## src/rtl/cdr_sync_ctrl.sv

```systemverilog
// CDR decision-stage sequencer: re-arms the decision block, hunts preamble and SFD,
// then forwards payload bits while a symbol-strobe watchdog guards the lock.
module cdr_sync_ctrl #(
    parameter int unsigned PRE_LEN = 16,
    parameter logic        PRE_BIT = 1'b0,
    parameter logic [7:0]  SFD     = 8'hA7,
    parameter int unsigned SFD_TMO = 32,
    parameter int unsigned REARM   = 4
) (
    input  logic       i_clk,
    input  logic       i_rst,
    input  logic       i_start,
    input  logic       i_abort,
    input  logic [5:0] i_nb_P_cfg,
    input  logic       i_data,
    input  logic       i_dflag,
    output logic       o_dec_run,
    output logic [5:0] o_nb_P,
    output logic       o_lock,
    output logic       o_sfd_det,
    output logic       o_bit,
    output logic       o_bit_vld,
    output logic [1:0] o_err,
    output logic [2:0] o_state
);

    typedef enum logic [2:0] {
        ST_IDLE     = 3'd0,
        ST_REARM    = 3'd1,
        ST_ACQ      = 3'd2,
        ST_SFD_SRCH = 3'd3,
        ST_LOCK     = 3'd4
    } state_e;

    localparam logic [7:0] PRE_LEN_C  = 8'(PRE_LEN);
    localparam logic [7:0] SFD_TMO_C  = 8'(SFD_TMO);
    localparam logic [7:0] REARM_LAST = 8'(REARM - 1);

    localparam logic [1:0] ERR_NONE    = 2'd0;
    localparam logic [1:0] ERR_SFD_TMO = 2'd1;
    localparam logic [1:0] ERR_WDOG    = 2'd2;
    localparam logic [1:0] ERR_CFG     = 2'd3;

    state_e     state_q, state_d;
    logic [7:0] rearm_cnt_q, rearm_cnt_d;
    logic [7:0] pre_cnt_q, pre_cnt_d;
    logic [7:0] sr_q, sr_d;
    logic [7:0] sym_cnt_q, sym_cnt_d;
    logic [7:0] gap_q, gap_d;
    logic [5:0] nb_p_q, nb_p_d;
    logic [1:0] err_q, err_d;
    logic       dec_run_q, dec_run_d;
    logic       lock_q, lock_d;
    logic       sfd_det_q, sfd_det_d;
    logic       data_bit_q, data_bit_d;
    logic       bit_vld_q, bit_vld_d;

    logic       active;
    logic       wd_hit;
    logic [8:0] wd_limit;
    logic [7:0] sr_shift;
    logic [7:0] sym_inc;
    logic [7:0] pre_inc;

    always_comb begin
        // NOTE: every _d defaults to its _q (or a pulse default) first so no path leaves a latch.
        state_d     = state_q;
        rearm_cnt_d = rearm_cnt_q;
        pre_cnt_d   = pre_cnt_q;
        sr_d        = sr_q;
        sym_cnt_d   = sym_cnt_q;
        nb_p_d      = nb_p_q;
        err_d       = err_q;
        data_bit_d  = data_bit_q;
        sfd_det_d   = 1'b0;
        bit_vld_d   = 1'b0;

        active   = (state_q == ST_ACQ) || (state_q == ST_SFD_SRCH) || (state_q == ST_LOCK);
        wd_limit = {2'b00, nb_p_q, 1'b0} + 9'd2;
        wd_hit   = active && ({1'b0, gap_q} == wd_limit);
        sr_shift = {i_data, sr_q[7:1]};
        sym_inc  = sym_cnt_q + 8'd1;
        pre_inc  = (pre_cnt_q == 8'hFF) ? pre_cnt_q : pre_cnt_q + 8'd1;

        if (i_abort) begin
            state_d = ST_IDLE;
        end else if (wd_hit) begin
            state_d     = ST_REARM;
            rearm_cnt_d = 8'd0;
            err_d       = ERR_WDOG;
        end else begin
            unique case (state_q)
                ST_IDLE: begin
                    if (i_start) begin
                        if (i_nb_P_cfg < 6'd3) begin
                            err_d = ERR_CFG;
                        end else begin
                            nb_p_d      = i_nb_P_cfg;
                            err_d       = ERR_NONE;
                            state_d     = ST_REARM;
                            rearm_cnt_d = 8'd0;
                        end
                    end
                end
                ST_REARM: begin
                    if (rearm_cnt_q == REARM_LAST) begin
                        state_d   = ST_ACQ;
                        pre_cnt_d = 8'd0;
                    end else begin
                        rearm_cnt_d = rearm_cnt_q + 8'd1;
                    end
                end
                ST_ACQ: begin
                    if (i_dflag) begin
                        if (i_data == PRE_BIT) begin
                            pre_cnt_d = pre_inc;
                            if (pre_inc == PRE_LEN_C) begin
                                state_d   = ST_SFD_SRCH;
                                sr_d      = 8'd0;
                                sym_cnt_d = 8'd0;
                            end
                        end else begin
                            pre_cnt_d = 8'd0;
                        end
                    end
                end
                ST_SFD_SRCH: begin
                    if (i_dflag) begin
                        sr_d      = sr_shift;
                        sym_cnt_d = sym_inc;
                        if (sr_shift == SFD) begin
                            state_d   = ST_LOCK;
                            sfd_det_d = 1'b1;
                        end else if (sym_inc == SFD_TMO_C) begin
                            state_d     = ST_REARM;
                            rearm_cnt_d = 8'd0;
                            err_d       = ERR_SFD_TMO;
                        end
                    end
                end
                ST_LOCK: begin
                    if (i_dflag) begin
                        data_bit_d = i_data;
                        bit_vld_d  = 1'b1;
                    end
                end
                default: state_d = ST_IDLE;
            endcase
        end

        // Gap restarts on every strobe and on any state change, so each watched state starts fresh.
        if (i_dflag || (state_d != state_q)) begin
            gap_d = 8'd0;
        end else if (gap_q != 8'hFF) begin
            gap_d = gap_q + 8'd1;
        end else begin
            gap_d = gap_q;
        end

        dec_run_d = (state_d == ST_ACQ) || (state_d == ST_SFD_SRCH) || (state_d == ST_LOCK);
        lock_d    = (state_d == ST_LOCK);
    end

    always_ff @(posedge i_clk or posedge i_rst) begin
        if (i_rst) begin
            state_q     <= ST_IDLE;
            rearm_cnt_q <= 8'd0;
            pre_cnt_q   <= 8'd0;
            sr_q        <= 8'd0;
            sym_cnt_q   <= 8'd0;
            gap_q       <= 8'd0;
            nb_p_q      <= 6'd0;
            err_q       <= ERR_NONE;
            dec_run_q   <= 1'b0;
            lock_q      <= 1'b0;
            sfd_det_q   <= 1'b0;
            data_bit_q  <= 1'b0;
            bit_vld_q   <= 1'b0;
        end else begin
            // NOTE: non-blocking assignments so every flop samples the pre-edge values together.
            state_q     <= state_d;
            rearm_cnt_q <= rearm_cnt_d;
            pre_cnt_q   <= pre_cnt_d;
            sr_q        <= sr_d;
            sym_cnt_q   <= sym_cnt_d;
            gap_q       <= gap_d;
            nb_p_q      <= nb_p_d;
            err_q       <= err_d;
            dec_run_q   <= dec_run_d;
            lock_q      <= lock_d;
            sfd_det_q   <= sfd_det_d;
            data_bit_q  <= data_bit_d;
            bit_vld_q   <= bit_vld_d;
        end
    end

    assign o_dec_run = dec_run_q;
    assign o_nb_P    = nb_p_q;
    assign o_lock    = lock_q;
    assign o_sfd_det = sfd_det_q;
    assign o_bit     = data_bit_q;
    assign o_bit_vld = bit_vld_q;
    assign o_err     = err_q;
    assign o_state   = state_q;

endmodule

```

## config.mk

```make
export PLATFORM = sky130hd
export DESIGN_NAME = cdr_sync_ctrl
export DESIGN_NICKNAME = d
export VERILOG_FILES = /design/src/rtl/cdr_sync_ctrl.sv
export SDC_FILE = /design/constraint.sdc
export NUM_CORES = 1
export LEC_CHECK = 0
export BUFFER_PORTS_ARGS = -buffer_cell sky130_fd_sc_hd__buf_2
export CORE_UTILIZATION = 45
export DETAILED_ROUTE_END_ITERATION = 12
export PLACE_DENSITY = 0.71
export SYNTH_ARGS = -nofsm -noshare
export SYNTH_HDL_FRONTEND = slang
export SYNTH_SLANG_ARGS = --single-unit
```

## constraint.sdc

```tcl
create_clock -name i_clk -period 3.1 [get_ports i_clk]
set_input_delay 0.155 -clock i_clk [delete_from_list [all_inputs] [get_ports i_clk]]
set_output_delay 0.155 -clock i_clk [all_outputs]
set_load 0.01 [all_outputs]
```

Yosys cells after proc, flatten, opt, wreduce, memory -nomap -nowiden:

Cells that the tools add are included.

* input port bits: 12
* output and inout bits: 16
* logic and storage cells: 116
* bits in registers: 56

* magnitude comparators: 1
* equality and inequality tests: 26
* muxes and demuxes: 50
* reduce and logical (&&, ||, !) cells: 18
* add/sub/neg operators: 5
* bitwise gates (word level): 3

Operators by type and width (number)
* 8-bit 2-to-1 mux: 18
* 8-bit case mux with 2 select lines: 3
* 3-bit 2-to-1 mux: 11
* 8-bit by 1-bit adder with 8-bit output, second input constant: 4
* 8-bit case mux with 3 select lines: 1
* 8-bit equality test, second input constant: 2
* 3-bit inequality test, second input constant: 5
* 3-bit case mux with 5 select lines: 1
* 3-bit by 2-bit equality test with 1-bit output, second input constant: 4
* 2-bit 2-to-1 mux: 6
* 5-bit AND reduction: 2
* 1-bit 2-to-1 mux: 9
* 7-bit by 2-bit adder with 8-bit output, second input constant: 1
* 8-bit by 2-bit equality test with 1-bit output, second input constant: 1
* 8-bit by 5-bit equality test with 1-bit output, second input constant: 1
* 8-bit by 6-bit equality test with 1-bit output, second input constant: 1
* 8-bit equality test: 1
* 2-bit inequality test, second input constant: 4
* 8-bit inequality test, second input constant: 1
* 8-bit AND reduction: 1
* 7-bit AND reduction: 1
* 3-bit equality test, second input constant: 2
* 6-bit by 2-bit less-than comparator with 1-bit output, second input constant: 1
* 6-bit AND reduction: 1
* other kinds (13): 21

Longest topological paths before layout:

Gate-level depths: netlist of the first run.

* depth in word-level cells: 12
* gate-level depth with buffers: 10
* gate-level depth less buffers: 8

Least setup slack after synthesis of the first run:

No wires, ideal clock.

* path kind: reg-to-reg
* start: reg nb_p_q[1], in the netlist o_nb_P[1]
* end: reg sym_cnt_q[4]
* path buffers: 0
* setup time: 0.069 ns
* data arrival time: 2.463 ns
* path slack: 0.568 ns
* data required time: 3.031 ns
* cell stages (with the launch flop): 9
* cell sequence: dfrtp_1 > ha_1 > a21oi_1 > o2111ai_1 > or3b_1 > o2111a_2 > or3_4 > or4_1 > nand3_1

* cells in the longest elaborated chain, start to end: 5

Ends and longest elaborated chain
* from (decl): RTL line 50 `logic [5:0] nb_p_q, nb_p_d;`
* from (signal assigned): RTL line 187 `nb_p_q <= nb_p_d;`
* 7-bit by 2-bit adder with 8-bit output: RTL line 79 `wd_limit = {2'b00, nb_p_q, 1'b0} + 9'd2;`
* 8-bit equality test: RTL line 80 `wd_hit = active && ({1'b0, gap_q} == wd_limit);`
* 1-bit logical AND: RTL line 80
* 1-bit inverter (no line)
* 7-bit AND reduction (no line)
* to (signal assigned): RTL line 185 `sym_cnt_q <= sym_cnt_d;`
* to (decl): RTL line 48 `logic [7:0] sym_cnt_q, sym_cnt_d;`

Every way passes these cells.
A chain may end at the register's enable or synchronous reset.

Worst setup path in the final report of the first run:

* start: reg nb_p_q[0], in the netlist o_nb_P[0]
* end: reg data_bit_q, in the netlist o_bit

* cells in the longest elaborated chain, start to end: 5

Ends and longest elaborated chain
* 7-bit by 2-bit adder with 8-bit output: RTL line 79
* 8-bit equality test: RTL line 80
* 1-bit logical AND: RTL line 80
* 1-bit inverter (no line)
* 4-bit AND reduction (no line)
* to (signal assigned): RTL line 192 `data_bit_q <= data_bit_d;`
* to (decl): RTL line 55 `logic data_bit_q, data_bit_d;`

Every way passes these cells.

==> out/qor.yml, run 1 <==
clock_network:
  numCtsBuffers: 5
  hold_buffers: 0
  clk_latency_ps: 320
  postCtsSetupBuffers: 0
  cts_resized: 0
  cts_root_buf: "clkbuf_8"
  cts_tree: "yes"
  cts_max_path_buffers: 2
  cts_max_level: 2
  cts_sinks: 55
  clk_pin_slew_ps: 110
power_and_ir_drop:
  p_sw_mw: 0.4656
  switching_share_pct: 27.72
  ir_worst_vdd_mv: 0.2196
  p_leak_nw: 1.502
  pwr-share-comb_pct: 16.1
  p_clk_share_pct: 33.3
  internal_power_mw: 1.214
  power_density_nw_per_um2: 466.5
  seqPwrFrac_pct: 50.7
placed_design:
  gp_congestion: 0.8685
  place_area_sq_um: 3467
  place_inst: 486
  place_ws_ps: 383.2
  dp_hpwl_mm: 5.256
  port_buffers: 27
synth:
  synth_warnings: 0
  ys_top_cells_by_area: "dfrtp_1 43%, nand2_1 6.5%, nand3_1 3.7%, o21ai_0 3.7%, nor3_1 2.8%"
  seq_area_frac_synth_pct: 42.67
  synth_xor_area_share_pct: 2.987
  synth_nets: 390
  ys.flop_type: "dfrtp_1"
  synth_common_cells: "56 x nand2_1, 55 x dfrtp_1, 24 x nand3_1, 24 x nor2_1, 24 x o21ai_0"
  synth-adder-area-share_pct: 1.939
  synth-edff-count: 0
  netlist_area_sq_um: 3226
  syn_avg_cell_area_sq_um: 8.648
  muxShareOfSynthArea_pct: 3.375
  synthArstFlopShare_pct: 100.0
  synth_compound_area_share_pct: 17.88
  synth-seq-cells: 55
  ys_types: 55
  synth.top_cell.area_share_pct: 42.67
  synth_cells: 373
  synth_top_family_by_area: "simple AND/OR/NAND/NOR gates"
  synth-simple-area-share_pct: 27.35
  synth.most_common_cell: "nand2_1"
  synth_top_area_cell: "dfrtp_1"
die:
  io_pins: 28
  core_sq_um: 6869
  initial_utilization_pct: 46.96
  die_area_sq_um: 7511
  dieHeight_um: 86.67
  rows: 30
  die_width_um: 86.67
timing:
  report.final.slew_viol_count: 0
  rsz0062_at_grt: "no"
  min_period_over_period_pct: 88.68
  clock-skew-final_ps: 19.20
  fin_ws_ps: 350.9
  hold_violations: 25
  tns_ps: 0
  slew_headroom_pct: 47.01
  period_minus_slack_ps: 2749
  timing.hold.ws_ps: -21.52
  worst_slew_pin_slew_ps: 793.7
  setup_violations: 0
  fmax_mhz: 363.7
global_route:
  grt_pass1_vias: 2561
  gr-total-overflow: 0
  grt_pass1_wl_mm: 12.03
  grt_usage_pct: 20.41
  antenna_found_initial: 0
  grt_max_degree: 39
setup_path:
  r2r_end: "o_bit$_DFFE_PP0P_"
  rr_startpoint: "o_nb_P[0]$_DFFE_PP0P_"
  worstSetupStartpointType: "flip-flop"
  cp.arrival_ps: 2940
  required_ps: 3290
  r2r_slack_ps: 350
  ff2ff_path_depth: 8
  worstSetupPathType: "reg2reg"
  end_kind: "flip-flop"
  cp_max_fo: 9
finish:
  drive_gt1_share_pct: 14.57
  instances_no_fill: 494
  fin_nets: 414
  area_delta_synth_final_pct: 11.60
  num_antenna_cells: 0
  final_area_sq_um: 3600
outcome:
  status: "finished with violations"
  violations: "hold timing"
routing:
  vias: 2847
  routed_wl_mm: 7.230
  firstDrtPassIters: 4
  ant_nets: 0
  drt_iter0_drc: 271
  drc: 0
  viasPerCell: 5.763
  wl_per_cell_um: 14.64
job:
  cap_viol_max_count: 0
worst_hold_path:
  worstHoldPathType: "in2async"
==> through the flow <==
stage,util [%],total power [mW]
final,52.40,1.679
after floorplan,-,1.042
after global placement,50.47,1.125
after detailed placement,50.47,1.137
after CTS,52.40,1.695
after global routing,52.40,1.764
==> power groups by stage <==
stage	combinational (mW)	clock (mW)	sequential [mW]
floorplan	0.197	0	0.845
global placement	0.263	0	0.862
detailed placement	0.272	0	0.865
CTS	0.273	0.571	0.850
global route	0.306	0.596	0.863
finish	0.270	0.559	0.851
==> cells by family after synthesis <==
group	after synthesis
DFF	55
muxes	10
AOI/OAI and AO/OA	88
adders and majority gates	5
and+or+nand+nor	173
xor gates and xnor gates	11
buffers and inverters	31
==> critical path: stages (launching register included) <==
cell	delay (ps)
dfrtp_1	520
ha_1	310
a21oi_1	60
o2111ai_1	180
or3b_1	390
o2111a_2	320
or3_4	360
nor2_1	150
mux2_2	350
==> how the worst max path moves through the flow <==
stage / slack [ps] / startpoint / to
floorplan: 570 / o_nb_P[1]$_DFFE_PP0P_ / sym_cnt_q[4]$_DFFE_PP0P_
global placement: 450 / o_nb_P[0]$_DFFE_PP0P_ / sym_cnt_q[4]$_DFFE_PP0P_
detailed placement: 380 / o_nb_P[0]$_DFFE_PP0P_ / o_bit$_DFFE_PP0P_
CTS: 350 / o_nb_P[0]$_DFFE_PP0P_ / o_bit$_DFFE_PP0P_
global route: 170 / o_nb_P[0]$_DFFE_PP0P_ / o_nb_P[2]$_DFFE_PP0P_
finish: 350 / o_nb_P[0]$_DFFE_PP0P_ / o_bit$_DFFE_PP0P_
==> cell usage in the layout (no fill, tap or decap), types with 7 or more instances in the layout <==
| cell type | netlist | routed |
|---|---|---|
| o21ai_0 | 24 | 24 |
| mux2_2 | 7 | 7 |
| nor3_1 | 18 | 18 |
| dfrtp_1 | 55 | 55 |
| buf_4 | 0 | 8 |
| nand3_1 | 24 | 24 |
| buf_2 | 4 | 27 |
| a21oi_1 | 16 | 16 |
| nor2_1 | 24 | 24 |
| inv_1 | 13 | 12 |
| nand2_1 | 56 | 56 |
| a31oi_1 | 11 | 11 |
| xnor2_1 | 7 | 7 |
==> area by class of cell <==
type,count,area (sq um)
clock inverter,2,60.06
clock buffer,6,72.57
multi-input combinational,287,1727
timing repair buffer,35,195.2
sequential,55,1376
tap,96,120.1
inverter,13,48.80
fill,669,3269
==> state kept, by name (all words and copies together), names as in the netlist <==
register     flops
o_sfd_det        1
o_lock           1
pre_cnt_q        8
o_state          3
sym_cnt_q        8
rearm_cnt_q      8
o_bit            1
o_bit_vld        1
o_nb_P           6
o_err            2
sr_q             7
o_dec_run        1
gap_q            8
==> per-layer routing <==
| metal | up-vias | global-route usage (%) | wire (um) |
|---|---|---|---|
| met5 | - | 0 | 0 |
| met4 | 0 | 5.606 | 78 |
| met3 | 8 | 3.048 | 288 |
| met2 | 67 | 33.77 | 3397 |
| met1 | 1363 | 27.97 | 3465 |
| li1 | 1409 | - | - |
Power figures use the tool's default switching activity.
==> inputs of run 2 (changes only) <==
--- a/config.mk
+++ b/config.mk
@@ -6,6 +6,7 @@
 export NUM_CORES = 1
 export LEC_CHECK = 0
 export BUFFER_PORTS_ARGS = -buffer_cell sky130_fd_sc_hd__buf_2
+export CORE_MARGIN = 4
 export CORE_UTILIZATION = 45
 export DETAILED_ROUTE_END_ITERATION = 12
 export PLACE_DENSITY = 0.71
==> run 2 against run 1 <==
Final cell count is the same. Largest power group unchanged. Sequential power is essentially flat. Highest routed layer unchanged. Via count shrank 0.35%. Critical path type unchanged. The flow still finishes with violations (hold timing). Clock power shrank 23%.
==> out/qor.yml, run 2 (synthesized netlist as in run 1, its figures left out) <==
power_and_ir_drop:
  p_leak_nw: 1.484  # was 1.502 nW
  power_density_nw_per_um2: 436.4  # was 466.5 nW/um^2
  ir_worst_vdd_mv: 0.1668  # was 0.2196 mV
routing:
  vias: 2837  # was 2847
  wl_per_cell_um: 14.94  # was 14.64 um
  drt_iter0_drc: 116  # was 271
  drc: 0  # unchanged
  viasPerCell: 5.743  # was 5.763
  firstDrtPassIters: 5  # was 4
  routed_wl_mm: 7.380  # was 7.230 mm
  ant_nets: 0  # unchanged
worst_hold_path:
  worstHoldPathType: "in2async"  # unchanged
setup_path:
  cp_max_fo: 9  # unchanged
  worstSetupPathType: "reg2reg"  # unchanged
  worstSetupStartpointType: "flip-flop"  # unchanged
  cp.arrival_ps: 3010  # was 2940 ps
  required_ps: 3360  # was 3290 ps
  end_kind: "flip-flop"  # unchanged
placed_design:
  place_area_sq_um: 3467  # unchanged
  place_ws_ps: 362.2  # was 383.2 ps
  gp_congestion: 0.8883  # was 0.8685
  port_buffers: 27  # unchanged
  dp_hpwl_mm: 5.316  # was 5.256 mm
finish:
  layout_common_cells: "56 x nand2_1, 55 x dfrtp_1, 27 x buf_2"  # unchanged
  num_antenna_cells: 0  # unchanged
  final_area_sq_um: 3566  # was 3600 sq um
  area_delta_synth_final_pct: 10.55  # was 11.60%
  drive_gt1_share_pct: 14.82  # was 14.57%
  layout_commonest_cell: "nand2_1"  # unchanged
  fin_nets: 414  # unchanged
  fillers: 670  # was 669
timing:
  hold_violations: 22  # was 25
  setup_violations: 0  # unchanged
  rsz0062_at_grt: "no"  # unchanged
  timing.hold.ws_ps: -10.21  # was -21.52 ps
  min_period_over_period_pct: 88.90  # was 88.68%
  clock-skew-final_ps: 13.57  # was 19.20 ps
  fmax_mhz: 362.9  # was 363.7 MHz
  fin_ws_ps: 344.1  # was 350.9 ps
  worst_slew_pin_slew_ps: 815.1  # was 793.7 ps
  tns_ps: 0  # unchanged
  report.final.slew_viol_count: 0  # unchanged
  slew_headroom_pct: 45.58  # was 47.01%
  period_minus_slack_ps: 2756  # was 2749 ps
clock_network:
  cts_tree: "yes"  # unchanged
  clk_pin_slew_ps: 110  # about the same
  cts_max_path_buffers: 2  # unchanged
  clk_latency_ps: 310  # was 320 ps
  cts_sinks: 55  # unchanged
  numCtsBuffers: 5  # unchanged
  postCtsSetupBuffers: 0  # unchanged
  cts_max_level: 2  # unchanged
  cts_root_buf: "clkbuf_8"  # unchanged
  hold_buffers: 0  # unchanged
  cts_resized: 0  # unchanged
die:
  die_area_sq_um: 8587  # was 7511 sq um
  initial_utilization_pct: 46.96  # unchanged
  die_width_um: 92.67  # was 86.67 um
  io_pins: 28  # unchanged
  rows: 30  # unchanged
  dieHeight_um: 92.67  # was 86.67 um
  core_sq_um: 6869  # unchanged
global_route:
  grt_usage_pct: 17.95  # was 20.41%
  grt_pass1_vias: 2697  # was 2561
  gr-total-overflow: 0  # unchanged
  antenna_found_initial: 0  # unchanged
  grt_max_degree: 40  # was 39
  grt_pass1_wl_mm: 12.74  # was 12.03 mm
job:
  cap_viol_max_count: 0  # unchanged
outcome:
  status: "finished with violations"  # unchanged
  violations: "hold timing"  # unchanged
[run 2: cell types whose count changed in the layout (fill, tap and decap cells not counted)]
cell	previous run	this run
bufinv_16	2	0
clkinvlp_4	0	1
clkbuf_8	5	6
clkbuf_1	1	0
clkinv_4	0	1
[run 2: path summary, 6_finish.rpt]
| kind | start | endpoint | slack, ps | cells after the start |
|---|---|---|---|---|
| max in group asynchronous | i_rst | rearm_cnt_q[1]$_DFFE_PP0P_ | 2360 | 3 |
| min in group i_clk | i_nb_P_cfg[1] | o_nb_P[1]$_DFFE_PP0P_ | 80 | 2 |
| max | o_nb_P[0]$_DFFE_PP0P_ | sym_cnt_q[4]$_DFFE_PP0P_ | 340 | 8 |
| min reg2reg | sr_q[1]$_DFFE_PP0P_ | sr_q[1]$_DFFE_PP0P_ | 500 | 2 |
| max reg2reg | o_nb_P[0]$_DFFE_PP0P_ | sym_cnt_q[4]$_DFFE_PP0P_ | 340 | 8 |
| min | i_rst | o_sfd_det$_DFF_PP0_ | -10 | 2 |
[run 2: critical path, cell delays in order, from the launching register on]
cell	delay, ps
dfrtp_1	510
ha_1	290
a21oi_1	70
o2111ai_1	170
or3b_1	400
o2111a_2	330
or3_4	360
or4_1	470
nand3_1	100
[run 2: layout make-up]
type	instances	area [sq um]	area share, %
clock inverter	2	16.27	0.4561
tap	96	120.1	3.368
multi-input combinational	287	1727	48.42
clock buffer	6	82.58	2.316
inverter	13	48.80	1.368
timing repair buffer	35	195.2	5.474
sequential	55	1376	38.60
[run 2: through the flow]
| stage | utilization, % | total power [mW] | std cells |
|---|---|---|---|
| 2_1_floorplan | - | 1.042 | 373 |
| 3_5_place_dp | 50.47 | 1.138 | 486 |
| 3_3_place_gp | 50.47 | 1.127 | 486 |
| 5_1_grt | 51.91 | 1.641 | 494 |
| 4_1_cts | 51.91 | 1.569 | 494 |
| 6_report | 51.91 | 1.556 | 494 |
[run 2: layer usage]
metal	wire (um)	global-route usage [%]	share of wire, %	vias to the layer above
li1	-	-	-	1399
met1	3551	25.69	48	1352
met2	3421	28.88	46	74
met3	315	2.193	4.3	12
met4	92	4.762	1.2	0
met5	0	0	0	-
[run 2: where the power goes]
| group | switching (mW) | internal [mW] | total, mW |
|---|---|---|---|
| Sequential | 0.0845 | 0.769 | 0.853 |
| Combinational | 0.150 | 0.122 | 0.272 |
| Clock | 0.247 | 0.183 | 0.430 |
